[src/rtl/round_robin_arbiter_if.sv]
// Request/grant bundle between N masters and the round-robin arbiter.
// The arbiter takes the slave side; requesters (or a bench) take the master side.
interface round_robin_arbiter_if #(
    parameter int NUM_PORTS = 4,
    parameter int IDW       = $clog2(NUM_PORTS)
);
    logic [NUM_PORTS-1:0] req_i;
    logic [NUM_PORTS-1:0] lock_i;
    logic [NUM_PORTS-1:0] gnt_o;
    logic                 gnt_valid_o;
    logic [IDW-1:0]       gnt_id_o;

    modport master (
        output req_i, lock_i,
        input  gnt_o, gnt_valid_o, gnt_id_o
    );

    modport slave (
        input  req_i, lock_i,
        output gnt_o, gnt_valid_o, gnt_id_o
    );
endinterface

[src/rtl/round_robin_arbiter.sv]
// Round-robin arbiter with burst locking and an optional cap on lock length.
// Grant is combinational from requests and the registered pointer/lock state.
module round_robin_arbiter #(
    parameter int NUM_PORTS = 4,
    parameter int MAX_LOCK  = 4,
    localparam int IDW      = $clog2(NUM_PORTS),
    localparam int CW       = $clog2(MAX_LOCK + 2)
) (
    input  logic               clk,
    input  logic               reset,
    round_robin_arbiter_if.slave bus
);
    logic [IDW-1:0] ptr_q;
    logic           locked_q;
    logic [IDW-1:0] owner_q;
    logic [CW-1:0]  lock_cnt_q;

    logic           cont_lock;
    logic           found;
    logic [IDW-1:0] start;
    logic [IDW-1:0] cand;
    logic [IDW-1:0] win;
    logic [IDW-1:0] nxt;
    logic           keep_lock;

    always_comb begin
        cont_lock = locked_q && bus.req_i[owner_q];
        start     = ptr_q;
        found     = 1'b0;
        win       = '0;
        cand      = '0;
        // An abandoned lock hands priority to the port after the owner right away.
        if (locked_q && !cont_lock)
            start = IDW'((int'(owner_q) + 1) % NUM_PORTS);
        for (int i = 0; i < NUM_PORTS; i++) begin
            cand = IDW'((int'(start) + i) % NUM_PORTS);
            if (!found && bus.req_i[cand]) begin
                found = 1'b1;
                win   = cand;
            end
        end
        if (cont_lock) begin
            found = 1'b1;
            win   = owner_q;
        end
        nxt       = IDW'((int'(win) + 1) % NUM_PORTS);
        keep_lock = bus.lock_i[owner_q] &&
                    ((MAX_LOCK == 0) || (int'(lock_cnt_q) + 1 < MAX_LOCK));
    end

    assign bus.gnt_valid_o = found && !reset;
    assign bus.gnt_o       = bus.gnt_valid_o ? ({{(NUM_PORTS-1){1'b0}}, 1'b1} << win) : '0;
    assign bus.gnt_id_o    = bus.gnt_valid_o ? win : '0;

    always_ff @(posedge clk) begin
        if (reset) begin
            ptr_q      <= '0;
            locked_q   <= 1'b0;
            owner_q    <= '0;
            lock_cnt_q <= '0;
        end else if (!found) begin
            locked_q <= 1'b0;
        end else if (cont_lock) begin
            if (keep_lock) begin
                if (lock_cnt_q != '1)
                    lock_cnt_q <= lock_cnt_q + 1'b1;
            end else begin
                // Owner release or cap reached: rotate past the owner.
                locked_q   <= 1'b0;
                lock_cnt_q <= '0;
                ptr_q      <= nxt;
            end
        end else if (bus.lock_i[win] && (MAX_LOCK != 1)) begin
            locked_q   <= 1'b1;
            owner_q    <= win;
            lock_cnt_q <= CW'(1);
        end else begin
            locked_q   <= 1'b0;
            lock_cnt_q <= '0;
            ptr_q      <= nxt;
        end
    end
endmodule
[src/flat_wrapper.sv]
// flat-port wrapper written by rule: the top's interface ports become plain ports
module round_robin_arbiter_flat 
#(
    parameter int NUM_PORTS = 4,
    parameter int MAX_LOCK  = 4,
    localparam int IDW      = $clog2(NUM_PORTS),
    localparam int CW       = $clog2(MAX_LOCK + 2)
)
  (clk, reset, bus_req_i, bus_lock_i, bus_gnt_o, bus_gnt_valid_o, bus_gnt_id_o);
  round_robin_arbiter_if #(.NUM_PORTS(NUM_PORTS)) bus_i ();
  input  logic clk;
  input  logic reset;
  input wire logic [$bits(bus_i.req_i)-1:0] bus_req_i;
  input wire logic [$bits(bus_i.lock_i)-1:0] bus_lock_i;
  output wire logic [$bits(bus_i.gnt_o)-1:0] bus_gnt_o;
  output wire logic [$bits(bus_i.gnt_valid_o)-1:0] bus_gnt_valid_o;
  output wire logic [$bits(bus_i.gnt_id_o)-1:0] bus_gnt_id_o;
  assign bus_i.req_i = bus_req_i;
  assign bus_i.lock_i = bus_lock_i;
  assign bus_gnt_o = bus_i.gnt_o;
  assign bus_gnt_valid_o = bus_i.gnt_valid_o;
  assign bus_gnt_id_o = bus_i.gnt_id_o;
  round_robin_arbiter #(.NUM_PORTS(NUM_PORTS), .MAX_LOCK(MAX_LOCK)) u_core (.clk(clk), .reset(reset), .bus(bus_i));
endmodule
[config.mk]
export PLATFORM = sky130hd
export DESIGN_NAME = round_robin_arbiter_flat
export DESIGN_NICKNAME = d
export VERILOG_FILES = /design/src/rtl/round_robin_arbiter_if.sv /design/src/rtl/round_robin_arbiter.sv /design/src/flat_wrapper.sv
export SDC_FILE = /design/constraint.sdc
export NUM_CORES = 1
export LEC_CHECK = 0
export ABC_AREA = 1
export BUFFER_PORTS_ARGS = -buffer_cell sky130_fd_sc_hd__buf_4
export CELL_PAD_IN_SITES_DETAIL_PLACEMENT = 1
export CELL_PAD_IN_SITES_GLOBAL_PLACEMENT = 2
export CORE_ASPECT_RATIO = 1.25
export CORE_MARGIN = 5
export CORE_UTILIZATION = 32
export CTS_CLUSTER_DIAMETER = 60
export DETAILED_ROUTE_END_ITERATION = 10
export PLACE_DENSITY = 0.86
export SLEW_MARGIN = 10
export SYNTH_ARGS = -nofsm -noshare
export SYNTH_HDL_FRONTEND = slang
export SYNTH_SLANG_ARGS = --single-unit
[constraint.sdc]
create_clock -name clk -period 4.39 [get_ports clk]
set_input_delay 0.6585 -clock clk [delete_from_list [all_inputs] [get_ports clk]]
set_output_delay 0.6585 -clock clk [all_outputs]
set_load 0.01 [all_outputs]
==> reports/qor.csv <==
stage;metric;value;unit
cts;Post-CTS Hold Fix Bufs;0;
global_routing;grt met1 use;14.2;%
timing;Pins Over Slew Limit;0;
floorplanning;Die H;76.9;microns
placement;hpwl dp;2720;microns
cts;H-tree depth;1;
logic_synthesis;synth warn;0;
placement;PortBufs;16;
drt;Detailed Routing Iterations Pass 1;4;
layout;area delta synth->final;14.7;%
layout;multi-input logic area;838;sq um
worst_setup_path;Crit path arrival time;2.81;ns
global_routing;met3 GRT Util;1.90;%
worst_setup_path;startpoint types;input port;
layout;nets;217;
drt;via count;1196;
logic_synthesis;Synth Cell Area;1150;sq um
logic_synthesis;Yosys reg bits;8;
timing;Final Hold Vio Count;0;
pwr;sequential power share;10.7;%
worst_setup_path;crit-path max FO;6;
placement;routability cong.;0.874;
floorplanning;std cell rows;24;
floorplanning;Horiz. Die Dim;63.6;microns
pwr;switching power;0.696;mW
timing;setup_tns;0;ns
floorplanning;Total Die Area;4890;sq um
pwr;Combinational Power Share;81.9;%
drt;vias per cell;5.03;
logic_synthesis;Syn Inst Count;184;
layout;ant diodes;0;
timing;worst-margin pin slew;0.409;ns
pwr;peak supply drop;463;uV
layout;register area;160;sq um
global_routing;largest net degree at the start of global routing;12;
drt;DR iter-0 viols;59;
timing;Max-slew headroom;72.7;%
cts;Num CTS Buffers;3;
cts;clk sinks;8;
cts;CTS tree;yes;
drt;Total Wirelength;3170;microns
job;Max Cap Viol;0;
pwr;Pwr Density;908;nW/um^2
layout;Final Instance Area;1320;sq um
pwr;sw frac;58.3;%
worst_setup_path;R2R cell count;20;
worst_setup_path;Critical Path Sink Type;primary output;
timing;final setup vio count;0;
outcome;outcome;complete, no violations;
timing;clock skew;0.00148;ns
logic_synthesis;Post-synth EDFFs;0;
global_routing;initial antenna violation count;0;
drt;# DRC;0;
logic_synthesis;Avg Cell Area, Syn;6.24;sq um
pwr;cell leakage power;0.721;nW
floorplanning;# IOs;17;
drt;drt wl/cell;13.3;microns
global_routing;first-pass GRT wire length;5480;microns
global_routing;GR Util met2;24.8;%
cts;worst-skew pair later-pin latency;0.23;ns
worst_setup_path;WP data required;3.73;ns
global_routing;total gr overflow;0;
cts;root buffer cell;clkbuf_8;
pwr;clock network fraction of design power;7.4;%
logic_synthesis;Async SR Flop Fraction;0;%
timing;Period minus WS final;3.47;ns
logic_synthesis;Primary FF master, synth;dfxtp_1;
worst_setup_path;kind of critical path;in2out;
floorplanning;core area;3480;sq um
logic_synthesis;Post-Syn Nets;200;
logic_synthesis;sequential area share after synthesis;14.0;%
layout;fillers;469;
global_routing;vias in the first global route;1247;
cts;Setup Buffers After CTS;0;
cts;Clock transition at path regs;0.04;ns
min_path;class of the worst hold path;reg2reg;
timing;fmax;288;MHz
min_path;count of cells along the worst hold path;2;
drt;remaining antenna violation count;0;
floorplanning;Starting Density;32.9;%
timing;RSZ-0062 raised after global routing;no;
layout;layout cells sized above 1;27.6;%
cts;post_cts resized;0;
logic_synthesis;Netlist cell types;27;
pwr;Int Power;0.499;mW
placement;Cell Area, Placed;1270;sq um
cts;worst-case clock buffer depth;2;
global_routing;Total GRT Usage;13.3;%
global_routing;GR peak layer;met2;
timing;final critical-path share of the clock period;79.1;%
[registers in the layout (all words and copies together), names as in the netlist]
name / cells
u_core.lock_cnt_q: 3
u_core.owner_q: 2
u_core.ptr_q: 2
u_core.locked_q: 1
[per-stage QoR]
step / setup slack [ns] / hold WS [ns] / util, % / total power [mW] / instances
2_1_floorplan: 1.42 / 0.440 / - / 0.897 / 184
3_3_place_gp: 0.971 / 0.463 / 36.6 / 1.10 / 235
3_5_place_dp: 0.900 / 0.483 / 36.6 / 1.12 / 235
4_1_cts: 0.889 / 0.490 / 37.8 / 1.21 / 238
5_1_grt: 0.616 / 0.517 / 37.8 / 1.34 / 238
6_report: 0.918 / 0.484 / 37.8 / 1.19 / 238
[cell usage in the layout (no fill, tap or decap), types with 3 or more instances in the layout]
cell      instances
nand2_1          58
nand2_2          15
nor2_2            3
o21ai_0           5
dfxtp_1           8
clkbuf_8          3
nand4_1           8
a21oi_1           4
nand3_1          11
nor2_1           12
nand3_2           6
inv_1            26
nand3_4           3
nand2_4           4
ha_1              6
buf_4            16
[synthesized netlist by cell type (3+ instances only)]
cell type   n  area share (%)
nand3_4     3             4.6
ha_1        6             6.5
a21oi_1     4             1.7
o21ai_0     5             2.2
nand2_2    15             8.2
nand3_2     6             5.2
dfxtp_1     8              14
nand2_4     4             3.9
nor2_2      3             1.6
nor2_1     12             3.9
buf_6       3             2.9
nand4_1     8             4.4
nand2_1    58              19
nand3_1    11             4.8
inv_1      26             8.5
[layer usage]
metal / share of wire, % / vias to the layer above
met5: 0 / -
met1: 40 / 550
met3: 2.5 / 14
li1: - / 608
met2: 53 / 24
met4: 4.9 / 0
[critical path, stage by stage]
cell	delay [ns]
buf_4	0.12
inv_1	0.09
nand2_1	0.10
nand3_4	0.14
nand3_4	0.10
nand2_1	0.07
nand2_1	0.16
nand2_1	0.12
nand2_1	0.10
nand2_1	0.11
nand2_4	0.08
nand3_2	0.08
nor2_4	0.05
nor2_2	0.17
nand2_4	0.09
inv_1	0.13
ha_1	0.16
inv_1	0.04
nor2_1	0.10
buf_4	0.13
[path summary, 6_finish.rpt]
kind	startpoint	to	slack, ns
max	bus_req_i[1]	bus_gnt_o[1]	0.92
min reg2reg	u_core.lock_cnt_q[2]$_SDFFE_PP0P_	u_core.lock_cnt_q[2]$_SDFFE_PP0P_	0.48
max reg2reg	u_core.owner_q[0]$_SDFFE_PP0P_	u_core.ptr_q[1]$_SDFFE_PP0P_	1.56
min	u_core.lock_cnt_q[2]$_SDFFE_PP0P_	u_core.lock_cnt_q[2]$_SDFFE_PP0P_	0.48
[power groups by stage]
stage                     Clock [mW]  Combinational (mW)  Sequential, mW
after floorplan                    0               0.784           0.113
after global placement             0               0.970           0.128
after detailed placement           0               0.988           0.129
after CTS                     0.0913               0.994           0.128
after global routing          0.0971                1.11           0.133
final                         0.0888               0.978           0.127
[kinds of logic (layout without fill, tap and decap cells)]
family,Yosys count,after routing,share of synthesized area (%)
AO/OA/AOI/OAI,13,13,7.31
XOR/XNOR,2,2,1.53
adder cells (fa/ha/maj),6,6,6.54
buffers and inverters,32,47,13.0
flip-flops,8,8,14.0
AND/OR/NAND/NOR,123,123,57.7
[area by class of cell]
cell class	instances	area share, %
inverter	28	8.17
multi-input combinational	144	63.7
timing repair buffer	16	9.13
clock buffer	3	3.14
tap	39	3.71
sequential	8	12.2
No activity file was read; power rests on OpenSTA's default activity.
